$ cat config.mk
export PLATFORM = sky130hd
export DESIGN_NAME = con_win_ctrl
export DESIGN_NICKNAME = d
export VERILOG_FILES = /design/src/rtl/con_pkg.sv /design/src/rtl/con_pos_cnt.sv /design/src/rtl/con_win_ctrl.sv
export SDC_FILE = /design/constraint.sdc
export NUM_CORES = 1
export LEC_CHECK = 0
export CORE_MARGIN = 3
export CORE_UTILIZATION = 40
export CTS_BUF_LIST = sky130_fd_sc_hd__clkbuf_4 sky130_fd_sc_hd__clkbuf_8
export DETAILED_ROUTE_END_ITERATION = 8
export SKIP_LAST_GASP = 1
export SLEW_MARGIN = 5
export SYNTH_ARGS = -nofsm -noshare
export SYNTH_HDL_FRONTEND = slang
export SYNTH_HIERARCHICAL = 1
export SYNTH_SLANG_ARGS = --single-unit
$ cat constraint.sdc
create_clock -name clk -period 3.69 [get_ports clk]
set_input_delay 0.738 -clock clk [delete_from_list [all_inputs] [get_ports clk]]
set_output_delay 0.738 -clock clk [all_outputs]
set_load 0.02 [all_outputs]
$ cat src/rtl/con_pkg.sv
// con_pkg: shared types and constants for the convolution window controller.
// Build option: CON_WIN_ERR_EN adds the sticky err_sts status port to con_win_ctrl.
package con_pkg;

  // Controller phase: waiting for a frame, filling the first K-1 lines, or producing windows.
  typedef enum logic [1:0] {
    IDLE = 2'd0,
    FILL = 2'd1,
    RUN  = 2'd2
  } con_state_e;

  // Default geometry.
  localparam int CON_LINE_W = 32;
  localparam int CON_K      = 7;
  localparam int CON_IDX_W  = 8;
  localparam int CON_ROW_W  = 10;

  // Counter width for a modulus n (at least one bit).
  function automatic int cnt_w(input int n);
    return (n > 1) ? $clog2(n) : 1;
  endfunction

endpackage

$ cat src/rtl/con_pos_cnt.sv
// con_pos_cnt: column / row / line-slot tracker for the incoming pixel stream.
// The pix_* outputs give the position the current pixel lands on (after any
// restart or line resync); the registers then step to the following position.
module con_pos_cnt
  import con_pkg::*;
#(
  parameter int LINE_W = CON_LINE_W,
  parameter int K      = CON_K,
  parameter int ROW_W  = CON_ROW_W,
  parameter int COL_W  = cnt_w(LINE_W),
  parameter int SLOT_W = cnt_w(K)
) (
  input  logic              clk,
  input  logic              rst_n,
  input  logic              adv,
  input  logic              restart,
  input  logic              line_start,
  output logic [COL_W-1:0]  pix_col,
  output logic [ROW_W-1:0]  pix_row,
  output logic [SLOT_W-1:0] pix_slot,
  output logic [ROW_W-1:0]  row_nxt,
  output logic              resync
);

  localparam logic [COL_W-1:0]  COL_LAST  = COL_W'(LINE_W - 1);
  localparam logic [SLOT_W-1:0] SLOT_LAST = SLOT_W'(K - 1);
  localparam logic [ROW_W-1:0]  ROW_MAX   = {ROW_W{1'b1}};

  logic [COL_W-1:0]  col_r, col_nxt;
  logic [ROW_W-1:0]  row_r;
  logic [SLOT_W-1:0] slot_r, slot_nxt;

  // Row counter saturates so a very tall frame keeps producing windows.
  function automatic logic [ROW_W-1:0] row_inc(input logic [ROW_W-1:0] r);
    return (r == ROW_MAX) ? r : r + ROW_W'(1);
  endfunction

  // Line slots rotate through the K buffered lines.
  function automatic logic [SLOT_W-1:0] slot_inc(input logic [SLOT_W-1:0] s);
    return (s == SLOT_LAST) ? SLOT_W'(0) : s + SLOT_W'(1);
  endfunction

  // Position of the current pixel: restart wins, then a mid-line line_start resync.
  always_comb begin
    pix_col  = col_r;
    pix_row  = row_r;
    pix_slot = slot_r;
    resync   = 1'b0;
    if (restart) begin
      pix_col  = COL_W'(0);
      pix_row  = ROW_W'(0);
      pix_slot = SLOT_W'(0);
    end else if (line_start && (col_r != COL_W'(0))) begin
      resync   = 1'b1;
      pix_col  = COL_W'(0);
      pix_row  = row_inc(row_r);
      pix_slot = slot_inc(slot_r);
    end else begin
      resync   = 1'b0;
    end
  end

  // Position following the current pixel, with line wrap.
  always_comb begin
    col_nxt  = col_r;
    row_nxt  = row_r;
    slot_nxt = slot_r;
    if (adv) begin
      if (pix_col == COL_LAST) begin
        col_nxt  = COL_W'(0);
        row_nxt  = row_inc(pix_row);
        slot_nxt = slot_inc(pix_slot);
      end else begin
        col_nxt  = pix_col + COL_W'(1);
        row_nxt  = pix_row;
        slot_nxt = pix_slot;
      end
    end else begin
      col_nxt  = col_r;
      row_nxt  = row_r;
      slot_nxt = slot_r;
    end
  end

  // Position registers.
  always_ff @(posedge clk or negedge rst_n) begin
    if (!rst_n) begin
      col_r  <= COL_W'(0);
      row_r  <= ROW_W'(0);
      slot_r <= SLOT_W'(0);
    end else begin
      col_r  <= col_nxt;
      row_r  <= row_nxt;
      slot_r <= slot_nxt;
    end
  end

endmodule

$ cat src/rtl/con_win_ctrl.sv
// con_win_ctrl: sequencing controller for the K-line circular convolution buffer.
// Generates the buffer write strobe/index, window-valid and the output framing
// strobes, all registered one cycle after the accepted pixel.
// Build option: CON_WIN_ERR_EN adds err_sts[1:0] (bit0 short frame, bit1 line resync).
module con_win_ctrl
  import con_pkg::*;
#(
  parameter int LINE_W = CON_LINE_W,
  parameter int K      = CON_K,
  parameter int IDX_W  = CON_IDX_W,
  parameter int ROW_W  = CON_ROW_W
) (
  input  logic                      clk,
  input  logic                      rst_n,
  input  logic                      enable,
  input  logic                      frame_start_in,
  input  logic                      line_start_in,
  input  logic                      frame_end_in,
  output logic                      wr_en,
  output logic [IDX_W-1:0]          wr_idx,
  output logic [$clog2(K)-1:0]      oldest_slot,
  output logic [$clog2(LINE_W)-1:0] win_col,
  output logic                      out_valid,
  output logic                      frame_start_out,
  output logic                      line_start_out,
  output logic                      frame_end_out,
  output logic                      busy
`ifdef CON_WIN_ERR_EN
  ,
  output logic [1:0]                err_sts
`endif
);

  localparam int COL_W  = $clog2(LINE_W);
  localparam int SLOT_W = $clog2(K);
  localparam logic [ROW_W-1:0]  ROW_FULL  = ROW_W'(K - 1);
  localparam logic [COL_W-1:0]  COL_WIN   = COL_W'(K - 1);
  localparam logic [SLOT_W-1:0] SLOT_LAST = SLOT_W'(K - 1);

  con_state_e        state_r, state_nxt;
  logic              accept_s, fend_s, valid_s, run_nxt_s;
  logic [IDX_W-1:0]  idx_s;
  logic [SLOT_W-1:0] oldest_s;
  logic [COL_W-1:0]  pix_col_s;
  logic [ROW_W-1:0]  pix_row_s, row_nxt_s;
  logic [SLOT_W-1:0] pix_slot_s;
  logic              resync_s;
  logic              first_pend_r;

  logic              wr_en_r, out_valid_r, fso_r, lso_r, feo_r, busy_r;
  logic [IDX_W-1:0]  wr_idx_r;
  logic [SLOT_W-1:0] oldest_r;
  logic [COL_W-1:0]  win_col_r;

  con_pos_cnt #(
    .LINE_W (LINE_W),
    .K      (K),
    .ROW_W  (ROW_W),
    .COL_W  (COL_W),
    .SLOT_W (SLOT_W)
  ) u_pos (
    .clk        (clk),
    .rst_n      (rst_n),
    .adv        (accept_s),
    .restart    (frame_start_in),
    .line_start (line_start_in),
    .pix_col    (pix_col_s),
    .pix_row    (pix_row_s),
    .pix_slot   (pix_slot_s),
    .row_nxt    (row_nxt_s),
    .resync     (resync_s)
  );

  // Pixel acceptance, window decode and next-state selection.
  always_comb begin
    accept_s  = enable && (frame_start_in || (state_r != IDLE));
    fend_s    = enable && frame_end_in;
    run_nxt_s = (row_nxt_s >= ROW_FULL);
    valid_s   = accept_s && (pix_row_s >= ROW_FULL) && (pix_col_s >= COL_WIN);
    idx_s     = IDX_W'(pix_slot_s) * IDX_W'(LINE_W) + IDX_W'(pix_col_s);
    if (pix_row_s >= ROW_FULL) begin
      oldest_s = (pix_slot_s == SLOT_LAST) ? SLOT_W'(0) : pix_slot_s + SLOT_W'(1);
    end else begin
      oldest_s = SLOT_W'(0);
    end
    state_nxt = state_r;
    case (state_r)
      IDLE: begin
        if (fend_s) begin
          state_nxt = IDLE;
        end else if (accept_s) begin
          state_nxt = run_nxt_s ? RUN : FILL;
        end else begin
          state_nxt = IDLE;
        end
      end
      FILL, RUN: begin
        if (fend_s) begin
          state_nxt = IDLE;
        end else if (accept_s) begin
          state_nxt = run_nxt_s ? RUN : FILL;
        end else begin
          state_nxt = state_r;
        end
      end
      default: state_nxt = IDLE;
    endcase
  end

  // State register.
  always_ff @(posedge clk or negedge rst_n) begin
    if (!rst_n) begin
      state_r <= IDLE;
    end else begin
      state_r <= state_nxt;
    end
  end

  // Registered outputs; address/column/slot hold their last value between pixels.
  always_ff @(posedge clk or negedge rst_n) begin
    if (!rst_n) begin
      wr_en_r      <= 1'b0;
      wr_idx_r     <= IDX_W'(0);
      oldest_r     <= SLOT_W'(0);
      win_col_r    <= COL_W'(0);
      out_valid_r  <= 1'b0;
      fso_r        <= 1'b0;
      lso_r        <= 1'b0;
      feo_r        <= 1'b0;
      busy_r       <= 1'b0;
      first_pend_r <= 1'b0;
    end else begin
      wr_en_r     <= accept_s;
      out_valid_r <= valid_s;
      fso_r       <= valid_s && first_pend_r;
      lso_r       <= valid_s && (pix_col_s == COL_WIN);
      feo_r       <= fend_s;
      busy_r      <= (state_nxt != IDLE);
      if (accept_s) begin
        wr_idx_r  <= idx_s;
        oldest_r  <= oldest_s;
        win_col_r <= pix_col_s;
      end
      // The first window of each frame is flagged once.
      if (accept_s && frame_start_in) begin
        first_pend_r <= 1'b1;
      end else if (valid_s) begin
        first_pend_r <= 1'b0;
      end
    end
  end

  assign wr_en           = wr_en_r;
  assign wr_idx          = wr_idx_r;
  assign oldest_slot     = oldest_r;
  assign win_col         = win_col_r;
  assign out_valid       = out_valid_r;
  assign frame_start_out = fso_r;
  assign line_start_out  = lso_r;
  assign frame_end_out   = feo_r;
  assign busy            = busy_r;

`ifdef CON_WIN_ERR_EN
  logic [1:0] err_r, err_nxt;

  // Sticky status: cleared by a new frame, set by early frame end or mid-line resync.
  always_comb begin
    err_nxt = err_r;
    if (accept_s) begin
      if (frame_start_in) begin
        err_nxt = 2'b00;
      end else begin
        err_nxt = err_r;
      end
      if (frame_end_in && (pix_row_s < ROW_FULL)) begin
        err_nxt[0] = 1'b1;
      end
      if (resync_s) begin
        err_nxt[1] = 1'b1;
      end
    end else begin
      err_nxt = err_r;
    end
  end

  // Status register.
  always_ff @(posedge clk or negedge rst_n) begin
    if (!rst_n) begin
      err_r <= 2'b00;
    end else begin
      err_r <= err_nxt;
    end
  end

  assign err_sts = err_r;
`endif

endmodule

==> results.cfg, run 1 <==
[run_status]
outcome = finished clean

[sta]
fmax_ghz = 0.287
setup_viol_count_final = 0
hold_violations = 0
finClkSkew_ns = 0.00589
fin_setup_tns_ns = 0
worst_pin_slew_ns = 0.875
fin_crit_ns = 3.48
max-slew-margin-rel_pct = 41.7
rsz0062_at_grt = false
finalMaxSlewViolations = 0
period_share_pct = 94.3

[place]
placed_cells = 433
io_buffers = 27
place_area_mm2 = 0.00318
place_hpwl_mm = 5.20
gp_congestion = 0.907

[min_path]
hp-class = register to register

[clock_network]
root_buffer = clkbuf_8
htreeDepth = 2
cts_buffer_depth = 2
clock_latency_ns = 0.29
cts.clk_slew.worst_paths_ns = 0.08
ctsHoldBuffers = 0
cts_tree = built
numClockSinks = 38
cts_inserted_buffers = 5

[global_route]
antenna_found_initial = 0
grt_max_degree = 39
grt_usage_pct = 19.0
grt_pass1_wl_mm = 11.3
first_global_vias = 2311
overflow = 0

[drt]
drtAntennaViolNets = 0
viasPerCell = 5.51
drtPass1Iterations = 4
num_vias = 2454
avgRoutedWirePerCell_um = 15.5
drc_errors = 0
drt_iter0_markers = 160
routed_wl_mm = 6.88

[critical_path]
worstSetupPathType = input port to register
endpoint_kind = register
cp_max_fo = 6
cp-start-kind = input port
cp_data_arrival_time_ns = 3.70
worstPathRequired_ns = 3.91

[finish]
fin_cells = 445
area_growth_syn_to_layout_pct = 30.5
drive_gt1_share_pct = 25.1
antenna_cells = 0
finalInstanceArea_mm2 = 0.00337
layout.nets = 381

[power_and_ir_drop]
power.density_mw_per_mm2 = 455
total_power_mw = 1.53
leakage_nw = 1.51
vdd_ir_drop_max_v = 0.000245

[yosys]
synthCells = 301
synthesis.nets = 313
ys.warnings.count = 6
syn_avg_cell_area_um2 = 8.58
syn_area_mm2 = 0.00258

[floorplanning]
ioPinCount = 28
rows = 28
start_util_pct = 42.4
die_h_um = 86.4
die-area_mm2 = 0.00746
core_area_mm2 = 0.00610
die_w_um = 86.4

[job]
maxCapViolCount = 0
==> final timing paths <==
kind	from	to	slack (ns)	depth (start not counted)
hold / removal	oldest_slot[0]$_DFFE_PN0N_	oldest_slot[0]$_DFFE_PN0N_	0.48	1
setup / recovery	line_start_in	state_r[0]$_DFF_PN0_	0.21	15
min in group asynchronous	rst_n	u_pos/col_r[4]$_DFFE_PN0P_	0.56	1
setup reg to reg	u_pos/col_r[0]$_DFFE_PN0P_	state_r[0]$_DFF_PN0_	0.32	14
max in group asynchronous	rst_n	u_pos/row_r[8]$_DFF_PN0_	2.57	1
hold reg to reg	oldest_slot[0]$_DFFE_PN0N_	oldest_slot[0]$_DFFE_PN0N_	0.48	1
==> through the flow <==
stage	util, %	setup WS (ns)	hold WS (ns)
6_report	55.3	0.211	0.481
3_5_place_dp	52.1	-0.182	0.466
5_1_grt	55.3	0.00785	0.513
4_1_cts	54.4	0.0894	0.487
3_3_place_gp	52.1	-0.179	0.462
2_1_floorplan	-	0.0695	0.442
==> registers in the layout (all words and copies together) (netlist names) <==
register,flops
out_valid,1
u_pos/slot_r,3
u_pos/col_r,5
line_start_out,1
wr_en,1
u_pos/row_r,10
state_r,2
frame_end_out,1
oldest_slot,3
first_pend_r,1
wr_idx,8
frame_start_out,1
busy,1
==> power by group <==
part           internal, mW  switching [mW]  total (mW)
sequential            0.476          0.0626       0.539
clock                 0.289           0.155       0.444
combinational         0.253           0.299       0.552
total                  1.02           0.517        1.53
==> per-layer routing <==
metal / share of wire, % / vias to the layer above / global-route usage [%]
met4: 1.2 / 0 / 4.82
met3: 3.8 / 9 / 2.57
met1: 47 / 1162 / 26.3
li1: - / 1234 / -
met5: 0 / - / 0
met2: 48 / 49 / 31.4
==> layout by cell type (no fill, tap or decap), types with 3 or more instances in the layout <==
cell and count:
buf_4 52, nand2_1 46, dfrtp_1 38, clkdlybuf4s50_1 26, nor2_1 19, a21oi_1 16, inv_1 14, o21ai_0 14
a31oi_1 14, nor3_1 8, and2_1 7, nand3_1 7, o21ai_1 6, and3_1 6, clkbuf_8 6, o31ai_1 5
ha_1 5, or3_1 5, nor4_1 4, a21o_2 4, nor3_2 3, nand4_1 3
==> layout make-up <==
type | instances | area (um^2)
flip-flops and latches | 38 | 951
repair buffers | 79 | 656
clock buffers | 6 | 82.6
clock inverters | 2 | 60.1
well taps | 75 | 93.8
inverters | 15 | 56.3
fillers | 561 | 2730
multi-input cells | 230 | 1470
==> worst max-delay path, stage by stage <==
cell and delay, ns:
clkdlybuf4s50_1 0.45, buf_4 0.17, o21ai_1 0.12, buf_4 0.19, o21ai_0 0.09, a21oi_1 0.21
ha_2 0.24, o2111a_1 0.23, and4_4 0.27, or3_1 0.11, a31oi_1 0.12, nor4_2 0.35
buf_4 0.16, o2111ai_1 0.09, a21oi_1 0.14
==> what timing repair did <==
action                     CTS  global route
buffers inserted             0             4
setup endpoints to repair    0             2
resized for setup            0             8
No activity file was read; power rests on OpenSTA's default activity.
==> inputs of run 2 (changes only) <==
--- a/config.mk
+++ b/config.mk
@@ -9,6 +9,7 @@
 export CORE_UTILIZATION = 40
 export CTS_BUF_LIST = sky130_fd_sc_hd__clkbuf_4 sky130_fd_sc_hd__clkbuf_8
 export DETAILED_ROUTE_END_ITERATION = 8
+export GPL_TIMING_DRIVEN = 0
 export SKIP_LAST_GASP = 1
 export SLEW_MARGIN = 5
 export SYNTH_ARGS = -nofsm -noshare
==> results.cfg, run 2 (synthesized netlist as in run 1, its figures left out) <==
[power_and_ir_drop]
swShare_pct = 36.9
clockPowerShare_pct = 20.8
p_comb_share_pct = 38.7
net-switching-power_mw = 0.498
p_int_mw = 0.851
total_power_mw = 1.35
leakage_nw = 1.39
seqPwrFrac_pct = 40.5
vdd_ir_drop_max_v = 0.000266
power.density_mw_per_mm2 = 420

[global_route]
grt_pass1_wl_mm = 11.0
first_global_vias = 2274
grt_max_degree = 22
antenna_found_initial = 0
overflow = 0
grt_usage_pct = 18.4

[floorplanning]
ioPinCount = 28
core_area_mm2 = 0.00610
die_w_um = 86.4
start_util_pct = 42.4
die-area_mm2 = 0.00746
rows = 28
die_h_um = 86.4

[drt]
routed_wl_mm = 6.71
drtAntennaViolNets = 0
drt_iter0_markers = 150
drc_errors = 0
viasPerCell = 5.68
drtPass1Iterations = 4
num_vias = 2381
avgRoutedWirePerCell_um = 16.0

[clock_network]
ctsHoldBuffers = 0
cts_tree = built
clock_latency_ns = 0.28
cts_buffer_depth = 2
cts.clk_slew.worst_paths_ns = 0.08
numClockSinks = 38
root_buffer = clkbuf_8
cts_inserted_buffers = 5
htreeDepth = 2

[finish]
layout.nets = 356
post-route-util_pct = 52.7
area_growth_syn_to_layout_pct = 24.4
antenna_cells = 0
regMostFlops = u_pos/row_r
largest_register_ffs = 10
final_cell_mix = nand2_1, dfrtp_1, clkdlybuf4s50_1
final_common_cell = nand2_1
drive_gt1_share_pct = 21.8

[sta]
holdWs_ns = 0.392
fin_crit_ns = 3.45
finClkSkew_ns = 0.00941
setup_viol_count_final = 0
fmax_ghz = 0.290
fin_setup_tns_ns = 0
worst_pin_slew_ns = 1.11
max-slew-margin-rel_pct = 25.6
hold_violations = 0
period_share_pct = 93.6
finalMaxSlewViolations = 0

[critical_path]
endpoint_kind = register
cp_data_arrival_time_ns = 3.62
ff2ff_setup_slack_ns = 0.24
worstSetupPathType = register to register
worstPathRequired_ns = 3.86
cp-start-kind = register
cp_max_fo = 9

[place]
gp_congestion = 0.895
io_buffers = 27
place_hpwl_mm = 5.02

[run_status]
outcome = finished clean

[job]
maxCapViolCount = 0

[min_path]
hp-class = input port to async pin
==> run 2: metrics by stage <==
| step | std cells | setup slack [ns] | area [um^2] |
|---|---|---|---|
| 2_1_floorplan | 301 | 0.0695 | 2580 |
| 3_3_place_gp | 403 | -1.16 | 2950 |
| 3_5_place_dp | 404 | -1.12 | 2970 |
| 4_1_cts | 414 | 0.0125 | 3140 |
| 5_1_grt | 419 | -0.000813 | 3210 |
| 6_report | 419 | 0.237 | 3210 |
==> run 2: worst max-delay path: stages, from the launching register on <==
cell      delay (ns)
dfrtp_1         0.43
or3_4           0.42
o21ai_2         0.17
buf_4           0.20
nor2_2          0.08
xnor2_1         0.14
nor2_1          0.08
ha_1            0.24
o2111a_1        0.17
and4_1          0.19
buf_4           0.16
o31ai_2         0.20
a31oi_1         0.18
nor4_4          0.29
nand3_1         0.13
o21ai_1         0.16
a21oi_1         0.07
==> run 2: routing by layer <==
metal  share of wire [%]  vias up  global-route usage [%]
met1                  49     1140                    27.4
li1                    -     1185                       -
met4                0.21        0                    2.69
met5                   0        -                       0
met2                  46       54                    28.5
met3                 4.4        2                    3.33
==> run 2: area by class of cell <==
type,instances,area [um^2]
multi-input combinational,230,1530
inverter,15,56.3
tap,75,93.8
fill,592,2880
timing repair buffer,36,350
clock buffer,7,83.8
sequential,38,952
buffer,18,150
==> run 2: path summary, 6_finish.rpt <==
path                                                  from                          to  depth (start not counted)
worst max-delay path            u_pos/col_r[0]$_DFFE_PN0P_        state_r[1]$_DFF_PN0_                         16
worst min-delay path                                 rst_n  u_pos/col_r[3]$_DFFE_PN0P_                          1
worst max register to register  u_pos/col_r[0]$_DFFE_PN0P_        state_r[1]$_DFF_PN0_                         16
worst min register to register       wr_idx[6]$_DFFE_PN0N_       wr_idx[6]$_DFFE_PN0N_                          2
max in group asynchronous                            rst_n    u_pos/row_r[5]$_DFF_PN0_                          2
min in group clk                     wr_idx[6]$_DFFE_PN0N_       wr_idx[6]$_DFFE_PN0N_                          2
==> run 2: timing repair <==
action | 4_1_cts | 5_1_grt
endpoints found under the setup margin | 4 | 2
resized for setup | 20 | 14
endpoints found under the hold margin | 0 | 0
pin swaps | 5 | 8
setup buffers | 3 | 5
==> run 2: power by group through the flow <==
stage | combinational (mW) | sequential (mW) | clock (mW)
2_1_floorplan | 0.302 | 0.564 | 0
3_3_place_gp | 0.465 | 0.553 | 0
3_5_place_dp | 0.473 | 0.553 | 0
4_1_cts | 0.493 | 0.545 | 0.289
5_1_grt | 0.574 | 0.555 | 0.309
6_report | 0.522 | 0.546 | 0.280
